[src/rtl/bc1_decode_sched.sv]
// bc1_decode_sched
//   Shares one combinational BC1 block decoder among NUM_REQ texture-sampler
//   requesters. A round-robin arbiter feeds 64-bit BC1 blocks into a two-stage
//   pipeline: stage A (input register, which drives the shared decoder) and
//   stage B (the registered rsp_* outputs that capture the decoder result).
//
// Ports
//   clk, rst_n     clock; synchronous active-low reset
//   req_valid      per-requester request valid
//   req_ready      per-requester accept (one-hot or zero)
//   req_block      BC1 blocks, requester k at [64*k +: 64]
//   req_tag        opaque tags, requester k at [TAG_W*k +: TAG_W]
//   dec_block      block presented to the shared decoder (stage A register)
//   dec_pixels     decoder result, combinational from dec_block
//   rsp_valid      decoded texels valid
//   rsp_ready      consumer accepts response
//   rsp_pixels     16 x RGBA8888, pixel0 at [31:0]
//   rsp_id         originating requester
//   rsp_tag        originating tag
//   busy           either pipeline stage holds data
//   perf_accepts   accepted requests (saturating)
//   perf_stalls    cycles with a pending request but no accept (saturating)
//
// Configuration
//   BC1_SCHED_PERF_EN  when defined, builds the saturating performance counters;
//                      otherwise perf_accepts and perf_stalls are tied to zero.

module bc1_decode_sched #(
  parameter  int NUM_REQ = 4,
  parameter  int TAG_W   = 8,
  localparam int ID_W    = $clog2(NUM_REQ)
) (
  input  logic                     clk,
  input  logic                     rst_n,
  input  logic [NUM_REQ-1:0]       req_valid,
  output logic [NUM_REQ-1:0]       req_ready,
  input  logic [NUM_REQ*64-1:0]    req_block,
  input  logic [NUM_REQ*TAG_W-1:0] req_tag,
  output logic [63:0]              dec_block,
  input  logic [511:0]             dec_pixels,
  output logic                     rsp_valid,
  input  logic                     rsp_ready,
  output logic [511:0]             rsp_pixels,
  output logic [ID_W-1:0]          rsp_id,
  output logic [TAG_W-1:0]         rsp_tag,
  output logic                     busy,
  output logic [31:0]              perf_accepts,
  output logic [31:0]              perf_stalls
);

  logic              a_valid;
  logic [63:0]       a_block;
  logic [TAG_W-1:0]  a_tag;
  logic [ID_W-1:0]   a_id;
  logic [ID_W-1:0]   rr_ptr;

  logic              a_adv;
  logic              a_free;
  logic              grant_found;
  logic [ID_W-1:0]   grant_id;
  logic              accept;
  logic [63:0]       sel_block;
  logic [TAG_W-1:0]  sel_tag;

  // Adds an offset to a requester index and wraps modulo NUM_REQ. Both operands
  // are below NUM_REQ, so a single conditional subtract is enough even when
  // NUM_REQ is not a power of two.
  function automatic logic [ID_W-1:0] wrap_add(input logic [ID_W-1:0] base, input int offset);
    int sum;
    sum = int'(base) + offset;
    if (sum >= NUM_REQ) sum = sum - NUM_REQ;
    return ID_W'(sum);
  endfunction

  // Stage A drains into stage B whenever B is empty or being consumed, and can
  // take a new block in that same cycle.
  assign a_adv  = a_valid & (~rsp_valid | rsp_ready);
  assign a_free = ~a_valid | a_adv;

  // Round-robin search starting at rr_ptr; the first valid requester wins.
  always_comb begin
    grant_found = 1'b0;
    grant_id    = '0;
    for (int i = 0; i < NUM_REQ; i++) begin
      if (!grant_found && req_valid[wrap_add(rr_ptr, i)]) begin
        grant_found = 1'b1;
        grant_id    = wrap_add(rr_ptr, i);
      end
    end
  end

  // Ready is suppressed during reset so no requester sees a handshake that the
  // pipeline is about to discard.
  assign accept    = grant_found & a_free & rst_n;
  assign req_ready = accept ? (NUM_REQ'(1) << grant_id) : '0;
  assign sel_block = req_block[64*grant_id +: 64];
  assign sel_tag   = req_tag[TAG_W*grant_id +: TAG_W];

  assign dec_block = a_block;
  assign busy      = a_valid | rsp_valid;

  // Pipeline registers. Stage A loads on accept and empties when it advances
  // without a replacement; stage B loads on advance and clears once consumed.
  always_ff @(posedge clk) begin
    if (!rst_n) begin
      a_valid    <= 1'b0;
      a_block    <= '0;
      a_tag      <= '0;
      a_id       <= '0;
      rr_ptr     <= '0;
      rsp_valid  <= 1'b0;
      rsp_pixels <= '0;
      rsp_id     <= '0;
      rsp_tag    <= '0;
    end else begin
      if (accept) begin
        a_valid <= 1'b1;
        a_block <= sel_block;
        a_tag   <= sel_tag;
        a_id    <= grant_id;
        rr_ptr  <= wrap_add(grant_id, 1);
      end else if (a_adv) begin
        a_valid <= 1'b0;
      end

      if (a_adv) begin
        rsp_valid  <= 1'b1;
        rsp_pixels <= dec_pixels;
        rsp_id     <= a_id;
        rsp_tag    <= a_tag;
      end else if (rsp_valid && rsp_ready) begin
        rsp_valid <= 1'b0;
      end
    end
  end

`ifdef BC1_SCHED_PERF_EN
  logic [31:0] accepts_q;
  logic [31:0] stalls_q;

  // Saturating event counters; a stall is any cycle with a pending request
  // that is not accepted.
  always_ff @(posedge clk) begin
    if (!rst_n) begin
      accepts_q <= '0;
      stalls_q  <= '0;
    end else begin
      if (accept && (accepts_q != 32'hFFFF_FFFF)) accepts_q <= accepts_q + 32'd1;
      if ((|req_valid) && !accept && (stalls_q != 32'hFFFF_FFFF)) stalls_q <= stalls_q + 32'd1;
    end
  end

  assign perf_accepts = accepts_q;
  assign perf_stalls  = stalls_q;
`else
  assign perf_accepts = 32'd0;
  assign perf_stalls  = 32'd0;
`endif

endmodule

[config.mk]
export PLATFORM = sky130hd
export DESIGN_NAME = bc1_decode_sched
export DESIGN_NICKNAME = d
export VERILOG_FILES = /design/src/rtl/bc1_decode_sched.sv
export SDC_FILE = /design/constraint.sdc
export NUM_CORES = 1
export LEC_CHECK = 0
export ABC_AREA = 1
export CAP_MARGIN = 20
export CORE_AREA = 2 2 570 572
export CTS_CLUSTER_SIZE = 12
export DETAILED_ROUTE_END_ITERATION = 10
export DIE_AREA = 0 0 572 574
export PLACE_DENSITY = 0.37
export SYNTH_ARGS = -nofsm -noshare
export SYNTH_HDL_FRONTEND = slang
export SYNTH_SLANG_ARGS = --single-unit
[constraint.sdc]
create_clock -name clk -period 3.5 [get_ports clk]
set_input_delay 0.35 -clock clk [delete_from_list [all_inputs] [get_ports clk]]
set_output_delay 0.35 -clock clk [all_outputs]
set_load 0.01 [all_outputs]
-- Word-level counts from Yosys, hierarchy flattened
Cells that the tools add are included.
- register bits: 600
- input bits: 807
- output and inout port bits: 656
- word-level logic and storage cells: 73
- $add $sub $neg: 9
- magnitude comparators: 9
- shift operators: 3
- multiplexer cells: 26
- bitwise operators: 8
- reduce and logical (&&, ||, !) cells: 9
- operators with widths (cell ; count):
    $shiftx A256 B9 Y64 ; 1
    $shiftx A32 B6 Y8 ; 1
    $mux W2 ; 9
    $ge A3 B3 Y1 const B ; 4
    $lt A2 B3 Y1 const B ; 4
    $mux W1 ; 12
    $sub A2 B1 Y2 const B ; 5
    $bmux W1 S2 ; 4
    $add A2 B1 Y3 const B ; 2
    $add A2 B2 Y3 const B ; 2
    $logic_and A1 B1 Y1 ; 4
    $mux W4 ; 1
    $reduce_bool A2 Y1 ; 2
    $shl A1 B2 Y4 const A ; 1
    $and A1 B1 Y1 ; 3
    $ge A2 B3 Y1 const B ; 1
    $logic_not A1 Y1 ; 3
    $or A1 B1 Y1 ; 3
    $not A1 Y1 ; 2

-- Longest topological paths before layout
Gate-level depths: netlist of run 1.
- word-level depth: 17
- depth in mapped cells: 17
- gate-level depth less buffers: 14

-- Worst setup path after synthesis of run 1
No wires, ideal clock.
- path type: register to output
- from: reg rr_ptr[0]
- to: out req_ready[3]
- data arrival time: 1645 ps
- data required time: 3150 ps
- slack: 1505 ps
- cell stages (with the launch flop): 12
- buffers on the path: 3
- cells stage by stage: dfxtp_1 -> buf_4 -> nand2_1 -> nand3_1 -> nand2_2 -> o21ai_0 -> nand2_1 -> nand3_2 -> inv_2 -> buf_4 -> buf_2 -> nor3_1
- word-level cells in the longest chain between the ends: 17
- elaborated cells on any way between the ends: 41
- those cells by class: 7 x add/sub; 4 x order compare; 1 x shift; 21 x mux; 2 x bitwise; 6 x reduce/logical
- ends and longest elaborated chain (what ; line ; text):
    start, declared ; 55 ; logic [ID_W-1:0] rr_ptr;
    start signal, assigned ; 121 ; rr_ptr <= wrap_add(grant_id, 1);
    branches (longest 16 deep; another with $add A2 B1 Y3) ; -- ;
    $mux W4 * ; 95 ; assign req_ready = accept ? (NUM_REQ'(1) << grant_id) : '0;
    end, declared ; 36 ; output logic [NUM_REQ-1:0] req_ready,
Mark *: on every way between the ends. The select of a mux whose other input is x is not followed.

-- Worst setup path in the final report of run 1
- from: reg rr_ptr[1]
- to: out req_ready[2]
The elaborated chain is that of the path after synthesis.

==> impl_results.md, run 1 <==
- Post-route ant nets: 0
- Global Route Usage Sum: between 10% and 20%
- Root Buffer: clkbuf_16
- FF+latch count, synth: 600
- Leak: 18.7 nW
- Worst-Skew Late Latency: 0.81 ns
- Fin crit share: around 90%
- Cell count after synthesis: 3566
- Synth unique cells: 21
- Most common cell after layout, fill and taps aside: clkdlybuf4s50_1
- FMAX: ~310 MHz
- Final #Nets: 5685
- Drt total wl: 236000 µm
- Core Area: roughly 0.32 mm²
- Seq/Total Area, Yosys: about half
- Dpl hpwl: around 200000 µm
- Critical path type: flop to output pin
- Sink Count: 600
- Vias in the first global route: between 20k and 30k
- Mean Syn Cell Area: 6.94 µm²
- WL per Instance: around 25 µm
- Placed cell area: approximately 0.044 mm²
- Layout area overhead: 90.2%
- Crit path cell chain: inv_2 -> nand2_1 -> nand2_1 -> nand2_1 -> nand2_1 -> o21ai_0 -> nand2_1 -> nand3_4 -> buf_16 -> nand2_1 -> inv_1 -> buf_12
- VDD IR max: 0.000496 V
- IO buf count: 1398
- Reg clk slew, reported paths: about 0.070 ns
- Min Clock Period, post-route: around 3.2 ns
- Total number of vias: between 20k and 30k
- Setup violators final: 0
- Setup Skew: 0.0707 ns
- Grt ovf: 0
- Routability cong.: 0.925
- Die height: ~570 µm
- WP data required: around 3.2 ns
- DRT Pass-1 Iters: 5
- Worst slew pin tran: 1.18 ns
- Status: finished clean
- Setup tns final: 0 ns
- 1st-iter DRT viols: around 1.7k
- YS warnings: 0
- CP endpoint kind: output pin
- CTS max path bufs: 4
- Crit path max-delay family: simple AND/OR/NAND/NOR gates
- Inserted Clock Buffers: 95
- CP most frequent cell: nand2_1
- Top Ports: 1463
- Crit-path slowest cell: dfxtp_4
- CP max FO: between 70 and 80
- First-pass GRT wire length: around 300000 µm
- Max-Cap Viols: 0
- Rows: around 210
- Slew Viols, Final: 0
- Share of cells above drive strength 1: roughly 5.3%
- Die W: roughly 570 µm
- DIE AREA: roughly 0.33 mm²
- RSZ-0062 raised after global routing: yes
- Final Util: 14.6%
- Buf+Inv Stages, Crit Path: 4
- Post-Syn Area: between 0.02 and 0.025 mm²
- Most frequent cells in the layout: clkdlybuf4s50_1, nor2_1, dfxtp_1, o21ai_0, nand3_1
- Slew HR: 21.0%
- Hold crit path type: input pin to flop
- Slowest Stage Delay on Critical Path: ~0.44 ns
- CTS tree: done
- Initial antenna violation count: about 110
- CP Data Arrival Time: around 2.9 ns
- CP Launch Type: flop
- Htree depth: 3
- Pwr/cell area: between 700 and 800 mW/mm²
- Pin count of the biggest net entering global routing: between 150 and 200
- Finished Cell Area: 0.0471 mm²
- # DRC: 0
- Vias per inst: around 3.1
- Hold Fails Final Rpt: 0
- Initial core utilization: 7.67%
## logic make-up (layout without fill, tap and decap cells)
logic type             count (synthesis)  in the layout  share of synthesized area [%]
AND/OR/NAND/NOR                     1794           1794                           29.3
buffers and inverters                632           1949                           11.2
flip-flops                           600            600                           48.5
AO/OA/AOI/OAI                        539            539                           10.9
other                                  1             77                         0.0151
## worst min-delay path: cells and delay by family
kind / cells / cell delay, ns
buf+inv: 1 / 0.45
simple gates: 1 / 0.08
compound gates: 1 / 0.07
## path summary, 6_finish.rpt
kind                                 startpoint         endpoint  slack [ns]  cells after the start
worst min register to register         a_tag[6]       rsp_tag[6]        0.43                      2
worst max-delay path                  rr_ptr[1]     req_ready[2]        0.26                     12
worst max register to register        rr_ptr[1]    dec_block[51]        0.95                     12
worst min-delay path            dec_pixels[354]  rsp_pixels[354]        0.18                      3
## timing repair
item,4_1_cts,5_1_grt
gates cloned,0,0
setup buffers,0,0
hold endpoints to repair,15,0
endpoints found under the setup margin,4,2
pin swaps,1,0
hold buffers,1,0
resized for setup,8,2
## per-stage QoR
| stage | instances | worst slack [ns] | hold WS (ns) | total power, mW |
|---|---|---|---|---|
| after floorplan | 3629 | 1.50 | 0.425 | 16.5 |
| after global placement | 9105 | 0.318 | 0.444 | 25.4 |
| after detailed placement | 9105 | 0.354 | 0.449 | 25.4 |
| after CTS | 9271 | 0.0874 | 0.0625 | 36.1 |
| after global routing | 9275 | -0.000489 | 0.132 | 37.5 |
| final | 9284 | 0.258 | 0.176 | 35.1 |
## power by group
part           switching, mW  internal, mW
Sequential             0.939          8.40
Clock                   3.97          6.17
Combinational           9.62          5.98
## synthesized netlist by cell type
cell	number	share of area, %
o21ai_0	529	11
a21oi_1	8	0.16
nand2_1	358	5.4
inv_1	301	4.6
nand2_2	4	0.10
nand3_1	387	7.8
conb_1	1	0.015
nor2_1	1039	16
buf_6	6	0.27
buf_4	85	2.6
buf_1	1	0.015
o31ai_1	1	0.030
nor2_4	1	0.045
or2_2	1	0.025
a211oi_1	1	0.030
dfxtp_1	600	49
nor3_1	1	0.020
buf_2	36	0.73
inv_2	5	0.076
nand3_2	3	0.12
clkbuf_1	198	3.0
## per-layer routing
layer / vias up / global-route usage (%) / wire, µm
li1: 13718 / - / -
met1: 13802 / 15.5 / 91600
met2: 1331 / 23.2 / 110000
met3: 308 / 7.05 / 29000
met4: 48 / 2.61 / 4230
met5: - / 0 / 308
## layout make-up
type | count | area, µm²
Antenna cell | 13 | 32.5
Sequential cell | 600 | 12000
Fill cell | 37177 | 276000
Timing Repair Buffer | 1478 | 15000
Multi-Input combinational cell | 2397 | 10300
Clock buffer | 122 | 2670
Tap cell | 4325 | 5410
Inverter | 306 | 1160
Clock inverter | 43 | 556
## registers in the layout, summed over array words and instances, names as in the netlist
register    count
rsp_id          2
dec_block      64
rsp_pixels    512
rr_ptr          2
a_valid         1
rsp_valid       1
a_id            2
a_tag           8
rsp_tag         8
(Power assumes the default switching activity.)
==> run 2: changes to the inputs <==
CORE_AREA = 2 2 566 568   (was 2 2 570 572)
DIE_AREA = 0 0 568 570   (was 0 0 572 574)
==> run 2 against run 1 <==
Net effect:
- non-clock buffer count increased by 14
- worst hold slack about the same
- first-iteration DRC count is 5.0% higher
- fmax shrank 0.23%
- largest power group unchanged
==> impl_results.md, run 2 (synthesis gave the netlist of run 1 again) <==
- Die W: 568 µm (-0.70%)
- Dpl hpwl: 194000 µm (-1.8%)
- CTS max path bufs: 4 (unchanged)
- Rows: 207 (-0.96%)
- Setup Skew: 0.0807 ns (+0.0100 ns)
- WHS Path Cells: 3 (unchanged)
- FMAX: 308 MHz (-0.23%)
- Global Route Usage Sum: 13.7% (-0.12 points)
- Leak: 18.7 nW (about the same)
- Critical path type: flop to output pin
- DIE AREA: 0.324 mm² (-1.4%)
- Drt total wl: 231000 µm (-1.9%)
- CP max FO: 6 (-92%)
- First-pass GRT wire length: 296000 µm (-1.3%)
- Total number of vias: 29.5k (+0.96%)
- Pwr/cell area: 744 mW/mm² (-0.13%)
- Most common cell after layout, fill and taps aside: clkdlybuf4s50_1
- Hold path endpoint: rsp_pixels[370]
- WP data required: 3.15 ns (about the same)
- Final Util: 14.8% (+0.20 points)
- IO buf count: 1398 (unchanged)
- Fin crit share: 92.8% (+0.21 points)
- Top Ports: 1463 (unchanged)
- Slew Viols, Final: 0 (unchanged)
- Reg clk slew, reported paths: 0.06 ns (about the same)
- Grt ovf: 0 (unchanged)
- Routability cong.: 0.946 (+2.3%)
- Layout area overhead: 89.5%
- Worst slew pin tran: 0.945 ns (-0.239 ns)
- RSZ-0062 raised after global routing: no
- 1st-iter DRT viols: 1738 (+5.0%)
- Final #Nets: 5701 (+0.28%)
- CTS tree: done
- CP Data Arrival Time: 2.90 ns (about the same)
- Die height: 570 µm (-0.70%)
- Status: finished clean
- Vias in the first global route: 29.3k (-0.61%)
- Initial core utilization: 7.80% (+0.13 points)
- Share of cells above drive strength 1: 5.29% (+0.029 points)
- Setup tns final: 0 ns (unchanged)
- Initial antenna violation count: 129 (+21%)
- Inserted Clock Buffers: 96 (+1.1%)
- Hold crit path type: input pin to flop
- FF-to-FF Start: rr_ptr[1]
- Slew HR: 36.3% (+15 points)
- Most frequent cells in the layout: clkdlybuf4s50_1, nor2_1, dfxtp_1, o21ai_0, nand3_1
- Root Buffer: clkbuf_16
- Top reg by flops: rsp_pixels
- Worst hold start: dec_pixels[370]
- Min Clock Period, post-route: 3.25 ns (+0.00738 ns)
- Post-route ant nets: 0 (unchanged)
- Sink Count: 600 (unchanged)
- Max-Cap Viols: 0 (unchanged)
- WL per Instance: 25.2 µm (-0.60%)
- Vias per inst: 3.22 (+2.3%)
- Worst reg2reg path endpoint: dec_block[37]
- Setup slack, reg-to-reg: 0.94 ns (about the same)
- R2R cell count: 15 (+3)
- Worst-Skew Late Latency: 0.81 ns (about the same)
- Hold slack: 0.176 ns (+0.000232 ns)
- Hold Fails Final Rpt: 0 (unchanged)
- Max reg flops: 512 (unchanged)
- Pin count of the biggest net entering global routing: 102 (-40%)
- CP Launch Type: flop
- Htree depth: 3 (unchanged)
- # DRC: 0 (unchanged)
- Setup violators final: 0 (unchanged)
- DRT Pass-1 Iters: 5 (unchanged)
- VDD IR max: 0.000435 V (-12%)
- CP endpoint kind: output pin
- Core Area: 0.317 mm² (-1.7%)
run 2: cell types whose count changed in the layout (fill, tap and decap cells not counted), sizes merged:
cell	delta
clkinv	-7
bufinv	-5
clkinvlp	-4
nand2	+1
buf	+15
diode	+13
clkbuf	+13
inv	-2
run 2: worst max-delay path by stage:
stage	endpoint	slack, ns	startpoint	depth (start not counted)
floorplan	req_ready[3]	1.50	rr_ptr[0]	11
global placement	req_ready[0]	0.43	rsp_ready	10
detailed placement	dec_block[55]	0.44	rsp_ready	11
CTS	req_ready[0]	0.05	rr_ptr[0]	13
global route	req_ready[3]	0.01	rr_ptr[1]	13
finish	req_ready[3]	0.25	rr_ptr[1]	13
run 2: final cells by class:
cell class / instances / area (µm²)
diodes: 26 / 65.1
clock buffers: 136 / 2760
repair buffers: 1492 / 15100
flip-flops and latches: 600 / 12000
multi-input cells: 2398 / 10300
inverters: 306 / 1160
fillers: 36197 / 270000
well taps: 4180 / 5230
clock inverters: 25 / 337
run 2: critical path: stages (launching register included):
cell     delay (ns)
dfxtp_1        0.30
buf_4          0.17
inv_2          0.08
nand2_1        0.07
nand2_2        0.07
nand2_1        0.06
nand2_1        0.06
nand2_1        0.11
nand2_1        0.13
nand2_1        0.16
nand3_4        0.11
buf_4          0.17
nor3_1         0.36
buf_12         0.20
run 2: stage by stage:
step | instances | cell area, µm² | setup slack, ns | power (mW)
floorplan | 3629 | 25000 | 1.50 | 16.5
global placement | 8974 | 43700 | 0.427 | 25.5
detailed placement | 8974 | 43700 | 0.443 | 25.5
CTS | 9136 | 46800 | 0.0500 | 35.7
global route | 9148 | 46900 | 0.0121 | 37.3
finish | 9163 | 46900 | 0.250 | 34.9
run 2: where the power goes:
part	total (mW)	leakage (nW)	internal [mW]	switching, mW
clock network	9.79	1.51	5.89	3.90
registers	9.36	4.99	8.40	0.957
logic	15.8	12.2	6.11	9.65
run 2: timing repair:
item                       CTS  global route
setup endpoints to repair    4             2
gates cloned                 0             1
pin swaps                    0             1
gates resized for setup      1             7
hold buffers                 1             0
setup buffers                0             0
hold endpoints to repair    12             0
run 2: metal layers:
metal	GRT usage (%)	vias up	share of wire [%]
met2	22.5	1449	46
met5	0.640	-	0.34
met4	2.92	80	2.4
met3	7.40	338	12
li1	-	13791	-
met1	15.4	13828	39
